$ cat src/rtl/lcd_msg_sequencer.sv
`default_nettype none
// +--------------------------------------------------------------------------+
// | lcd_msg_sequencer : plays one of N_MSGS ROM messages to the LCD_Controller |
// |   Avalon-MM slave; a next_msg pulse advances the selection and replays.   |
// | Optional macro: LCD_GAP_EN (idle GAP_CYCLES after every transfer).        |
// | Revision: 1.0                                                             |
// +--------------------------------------------------------------------------+

package lcd_inst_pkg;
  localparam logic [8:0] CLEAR_DISPLAY = 9'h001;
  localparam logic [8:0] RETURN_HOME   = 9'h002;

  // Data writes go to Avalon address 1.
  function automatic logic [8:0] lcd_char(input logic [7:0] c);
    return {1'b1, c};
  endfunction
endpackage

module lcd_msg_sequencer
  import lcd_inst_pkg::*;
#(
  parameter int N_MSGS  = 4,
  parameter int MSG_LEN = 9,
  // Word k = message k/MSG_LEN, instruction k%MSG_LEN, stored at bits [9k +: 9].
  parameter logic [N_MSGS*MSG_LEN*9-1:0] MSG_ROM = {
    lcd_char("4"), lcd_char(" "), lcd_char("n"), lcd_char("o"), lcd_char("i"),
    lcd_char("t"), lcd_char("p"), lcd_char("o"), CLEAR_DISPLAY,
    lcd_char("3"), lcd_char(" "), lcd_char("n"), lcd_char("o"), lcd_char("i"),
    lcd_char("t"), lcd_char("p"), lcd_char("o"), CLEAR_DISPLAY,
    lcd_char("2"), lcd_char(" "), lcd_char("n"), lcd_char("o"), lcd_char("i"),
    lcd_char("t"), lcd_char("p"), lcd_char("o"), CLEAR_DISPLAY,
    lcd_char("1"), lcd_char(" "), lcd_char("n"), lcd_char("o"), lcd_char("i"),
    lcd_char("t"), lcd_char("p"), lcd_char("o"), CLEAR_DISPLAY
  },
  parameter int GAP_CYCLES = 4,
  localparam int SEL_W = (N_MSGS > 1) ? $clog2(N_MSGS) : 1
) (
  input  logic             clk,
  input  logic             reset,
  input  logic             next_msg,
  output logic             busy,
  output logic [SEL_W-1:0] msg_sel,
  output logic             address,
  output logic             chipselect,
  output logic             byteenable,
  output logic             read,
  output logic             write,
  input  logic             waitrequest,
  input  logic [7:0]       readdata,
  input  logic [1:0]       response,
  output logic [7:0]       writedata
);

  localparam int IDX_W   = (MSG_LEN > 1) ? $clog2(MSG_LEN) : 1;
  localparam int N_WORDS = N_MSGS * MSG_LEN;
  localparam int ROM_AW  = (N_WORDS > 1) ? $clog2(N_WORDS) : 1;

`ifdef LCD_GAP_EN
  localparam int GAP_W = (GAP_CYCLES > 1) ? $clog2(GAP_CYCLES) : 1;
  typedef enum logic [2:0] {S_IDLE, S_START, S_WRITE, S_NEXT, S_GAP} state_t;
`else
  typedef enum logic [1:0] {S_IDLE, S_START, S_WRITE, S_NEXT} state_t;
`endif

  state_t             state_q, state_d;
  logic [SEL_W-1:0]   msg_sel_q, msg_sel_d;
  logic [IDX_W-1:0]   idx_q, idx_d;
  logic               pending_q, pending_d;
  logic               busy_q, busy_d;
`ifdef LCD_GAP_EN
  logic [GAP_W-1:0]   gap_q, gap_d;
`endif

  logic [8:0]         rom [N_WORDS];
  logic [ROM_AW-1:0]  rom_addr;
  logic [8:0]         rom_word;
  logic [SEL_W-1:0]   sel_next;
  logic               last_instr;
  logic               unused_ok;

  for (genvar g = 0; g < N_WORDS; g++) begin : g_rom
    assign rom[g] = MSG_ROM[g*9 +: 9];
  end

  assign rom_addr   = ROM_AW'(int'(msg_sel_q) * MSG_LEN + int'(idx_q));
  assign rom_word   = rom[rom_addr];
  assign sel_next   = (msg_sel_q == SEL_W'(N_MSGS - 1)) ? '0 : msg_sel_q + 1'b1;
  assign last_instr = (idx_q == IDX_W'(MSG_LEN - 1));

  always_ff @(posedge clk or posedge reset) begin
    if (reset) begin
      state_q   <= S_START;
      msg_sel_q <= '0;
      idx_q     <= '0;
      pending_q <= 1'b0;
      busy_q    <= 1'b0;
`ifdef LCD_GAP_EN
      gap_q     <= '0;
`endif
    end else begin
      state_q   <= state_d;
      msg_sel_q <= msg_sel_d;
      idx_q     <= idx_d;
      pending_q <= pending_d;
      busy_q    <= busy_d;
`ifdef LCD_GAP_EN
      gap_q     <= gap_d;
`endif
    end
  end

  always_comb begin
    state_d   = state_q;
    msg_sel_d = msg_sel_q;
    idx_d     = idx_q;
    pending_d = pending_q;
    busy_d    = busy_q;
`ifdef LCD_GAP_EN
    gap_d     = gap_q;
`endif
    // Any request while a message is in flight is remembered exactly once.
    if (next_msg && state_q != S_IDLE) pending_d = 1'b1;

    case (state_q)
      S_IDLE: begin
        if (next_msg) begin
          msg_sel_d = sel_next;
          state_d   = S_START;
        end
      end
      S_START: begin
        idx_d   = '0;
        busy_d  = 1'b1;
        state_d = S_WRITE;
      end
      S_WRITE: begin
        if (!waitrequest) begin
`ifdef LCD_GAP_EN
          gap_d   = '0;
          state_d = (GAP_CYCLES == 0) ? S_NEXT : S_GAP;
`else
          state_d = S_NEXT;
`endif
        end
      end
`ifdef LCD_GAP_EN
      S_GAP: begin
        if (gap_q == GAP_W'(GAP_CYCLES - 1)) state_d = S_NEXT;
        else gap_d = gap_q + 1'b1;
      end
`endif
      S_NEXT: begin
        if (last_instr) begin
          busy_d = 1'b0;
          // A request arriving in this very cycle still counts as pending.
          if (pending_q || next_msg) begin
            msg_sel_d = sel_next;
            pending_d = 1'b0;
            state_d   = S_START;
          end else begin
            state_d = S_IDLE;
          end
        end else begin
          idx_d   = idx_q + 1'b1;
          state_d = S_WRITE;
        end
      end
      default: state_d = S_IDLE;
    endcase
  end

  assign write      = (state_q == S_WRITE);
  assign chipselect = write;
  assign address    = write & rom_word[8];
  assign writedata  = write ? rom_word[7:0] : 8'h00;
  assign byteenable = 1'b1;
  assign read       = 1'b0;
  assign busy       = busy_q;
  assign msg_sel    = msg_sel_q;

  assign unused_ok = ^{readdata, response, 32'(GAP_CYCLES)};

endmodule

`default_nettype wire

$ cat config.mk
export PLATFORM = sky130hd
export DESIGN_NAME = lcd_msg_sequencer
export DESIGN_NICKNAME = d
export VERILOG_FILES = /design/src/rtl/lcd_msg_sequencer.sv
export SDC_FILE = /design/constraint.sdc
export NUM_CORES = 1
export LEC_CHECK = 0
export CAP_MARGIN = 5
export CORE_MARGIN = 1
export CORE_UTILIZATION = 40
export CTS_CLUSTER_DIAMETER = 200
export DETAILED_ROUTE_END_ITERATION = 6
export PLACE_DENSITY = 0.66
export SYNTH_ARGS = -nofsm -noshare
export SYNTH_HDL_FRONTEND = slang
export SYNTH_SLANG_ARGS = --single-unit
export TNS_END_PERCENT = 50
$ cat constraint.sdc
create_clock -name clk -period 6.6 [get_ports clk]
set_clock_uncertainty 0.15 [all_clocks]
set_input_delay 1.65 -clock clk [delete_from_list [all_inputs] [get_ports clk]]
set_output_delay 1.65 -clock clk [all_outputs]
set_load 0.05 [all_outputs]
==> impl_metrics.toml <==
[global_route]
antenna_found_initial = 0
grt_max_degree = 18
overflow = 0
grt_pass1_vias = 1060
grt_pass1_wl_mm = 4.781
grt_use_total_pct = 17.63

[timing]
finalCritPeriodShare_pct = 88.73
hold_viol_final = 0
tns_ps = 0
worst_pin_slew_ps = 812.0
setup_viol = 0
grt_setup_unrepaired = "false"
max_freq_mhz = 170.8
slew_headroom_pct = 45.68
period_minus_slack_ps = 5856
drv_slew = 0

[outcome]
status = "finished clean"

[clock_tree]
cts_made_buffers = 3
cts.repair.resized = 0
cts_setup_buffers = 0
hold_buffers = 0
root_buffer = "clkbuf_4"
h-tree-depth = 1
cts_tree = "built"
cts.sinks = 10
clk_latency_ps = 260
cts_max_path_buffers = 2
cts.clk_slew.worst_paths_ps = 70

[detailed_routing]
vias = 1168
drc_errors = 0
ant_nets = 0
drt_iter0_drc = 38
routed_wirelength_mm = 2.671
dr.pass1.iters = 4
wire_per_inst_um = 12.84
viasPerCell = 5.615

[place]
place_congestion = 0.8344
dp_hpwl_mm = 2.049
port_buffers = 16
place_inst = 204

[critical_path]
crit_required_ps = 4800
r2r_cells = 7
cp_slowest_cell = "clkdlybuf4s50_1"
cp-end-kind = "output port"
regToRegSetupSlack_ps = 4570
arrival_ps = 4060
regToRegStartpoint = "idx_q[0]"
crit_chain = "ha_1 -> ha_1 -> fa_1 -> xor2_1 -> a2111oi_0 -> a311o_1 -> a21oi_1 -> clkdlybuf4s50_1"
cpMostUsedCell = "ha_1"
crit_fanout = 11
startpoint_type = "flip-flop"
critPathKind = "reg2out"
r2r-end = "msg_sel[0]"
slowest_delay_ps = 830

[cells_and_area]
drive_above_1_share_pct = 9.756
fin_util_pct = 47.50
nets = 197
syn_to_final_growth_pct = 13.41
fin_cells = 208
diodes = 0

[die]
dieArea_mm2 = 0.003427
die_w_um = 58.54
initial_utilization_pct = 41.89
io_pins = 30
fp.coreArea_mm2 = 0.003053
die_height_um = 58.54
rows = 20

[yosys]
netlist_top_cells_count = "18 x nand2_1, 17 x ha_1, 13 x a21oi_1"
synth_top_cell_area_share_pct = 17.61
synth_flop_cell = "dfrtp_1"
synthesis.area_mm2 = 0.001279
ys_seq_elements = 10
yosysMostFrequentCell = "nand2_1"
yosys-top-cells-area = "dfrtp_1 18%, ha_1 17%, nand2_1 5.3%"
yosysTopAreaCell = "dfrtp_1"
postSynthAreaPerCell_um2 = 8.197
async_reset_ff_share_pct = 100.0
syn_inst = 156
seq_area_frac_synth_pct = 19.67
yosysWarnings = 0
synth_edf_count = 0
yosysUniqueCellTypes = 47

[min_path]
min_path_cells = 2
hold_end = "busy"
hold_path.class = "reg2reg"
min_from = "busy"

[run]
drv_cap = 0
## through the flow
stage / hold slack (ps) / setup WS (ps) / cell area [um2]
5_1_grt: 393.6 / 519.9 / 1450
4_1_cts: 370.0 / 740.0 / 1450
6_report: 358.3 / 743.6 / 1450
2_1_floorplan: 326.7 / 805.3 / 1282
3_3_place_gp: 336.1 / 1133 / 1414
3_5_place_dp: 349.1 / 1042 / 1414
## layout by cell type (no fill, tap or decap), types with 2 or more instances in the layout
master           count
clkbuf_4             3
and2_1               2
mux2_1               3
o211ai_1             2
a2111oi_0            2
nor2_1               9
a21oi_1             13
inv_2                4
ha_1                17
dfrtp_1              9
o21a_1               2
nand2_1             18
inv_1                8
clkdlybuf4s50_1     16
a31oi_1              4
nand3_1              4
mux4_2               2
conb_1               3
o21ai_1             12
o21ai_0              4
a21o_1               2
## worst max-delay path, delay by kind of cell, from the launching register on
kind                       cells  cell delay [ps]
adders and majority gates      3             1060
buffers and inverters          1              830
AOI/OAI and AO/OA              3              770
xor gates and xnor gates       1              710
DFF                            1              430
## layout make-up
cell class	instances	area, um2
Inverter	12	45.04
Fill cell	323	1603
Multi-Input combinational cell	122	902.1
Tap cell	44	55.05
Clock buffer	4	36.28
Timing Repair Buffer	16	160.2
Sequential cell	10	251.5
## flip-flops by register name, indices dropped and copies added, names as in the netlist
name	cells
pending_q	1
idx_q	4
state_q	2
busy	1
msg_sel	2
## layer usage
| layer | up-vias | global-route usage, % | part of all wire (%) |
|---|---|---|---|
| li1 | 569 | - | - |
| met1 | 565 | 24.01 | 46 |
| met2 | 34 | 29.89 | 49 |
| met3 | 0 | 3.297 | 5.2 |
| met4 | 0 | 2.381 | 0 |
| met5 | - | 0 | 0 |
## worst max-delay path by stage
stage / from / to / slack [ps] / cells after the start
2_1_floorplan: msg_sel[1] / writedata[0] / 810 / 9
3_3_place_gp: msg_sel[1] / writedata[5] / 1130 / 7
3_5_place_dp: msg_sel[1] / writedata[6] / 1040 / 8
4_1_cts: msg_sel[1] / writedata[6] / 740 / 8
5_1_grt: msg_sel[1] / writedata[6] / 520 / 9
6_report: msg_sel[1] / writedata[6] / 740 / 8
## cell families after synthesis
family | share of synthesized area (%)
AO/OA/AOI/OAI | 28.28
XOR/XNOR | 1.957
adder cells (fa/ha/maj) | 18.20
buffers and inverters | 10.08
flip-flops | 19.67
multiplexers | 6.947
other | 0.5873
AND/OR/NAND/NOR | 14.29
Power is left out: the tool's default activity adds up to more than one toggle a clock period on the data nets, which glitch-free logic cannot reach.
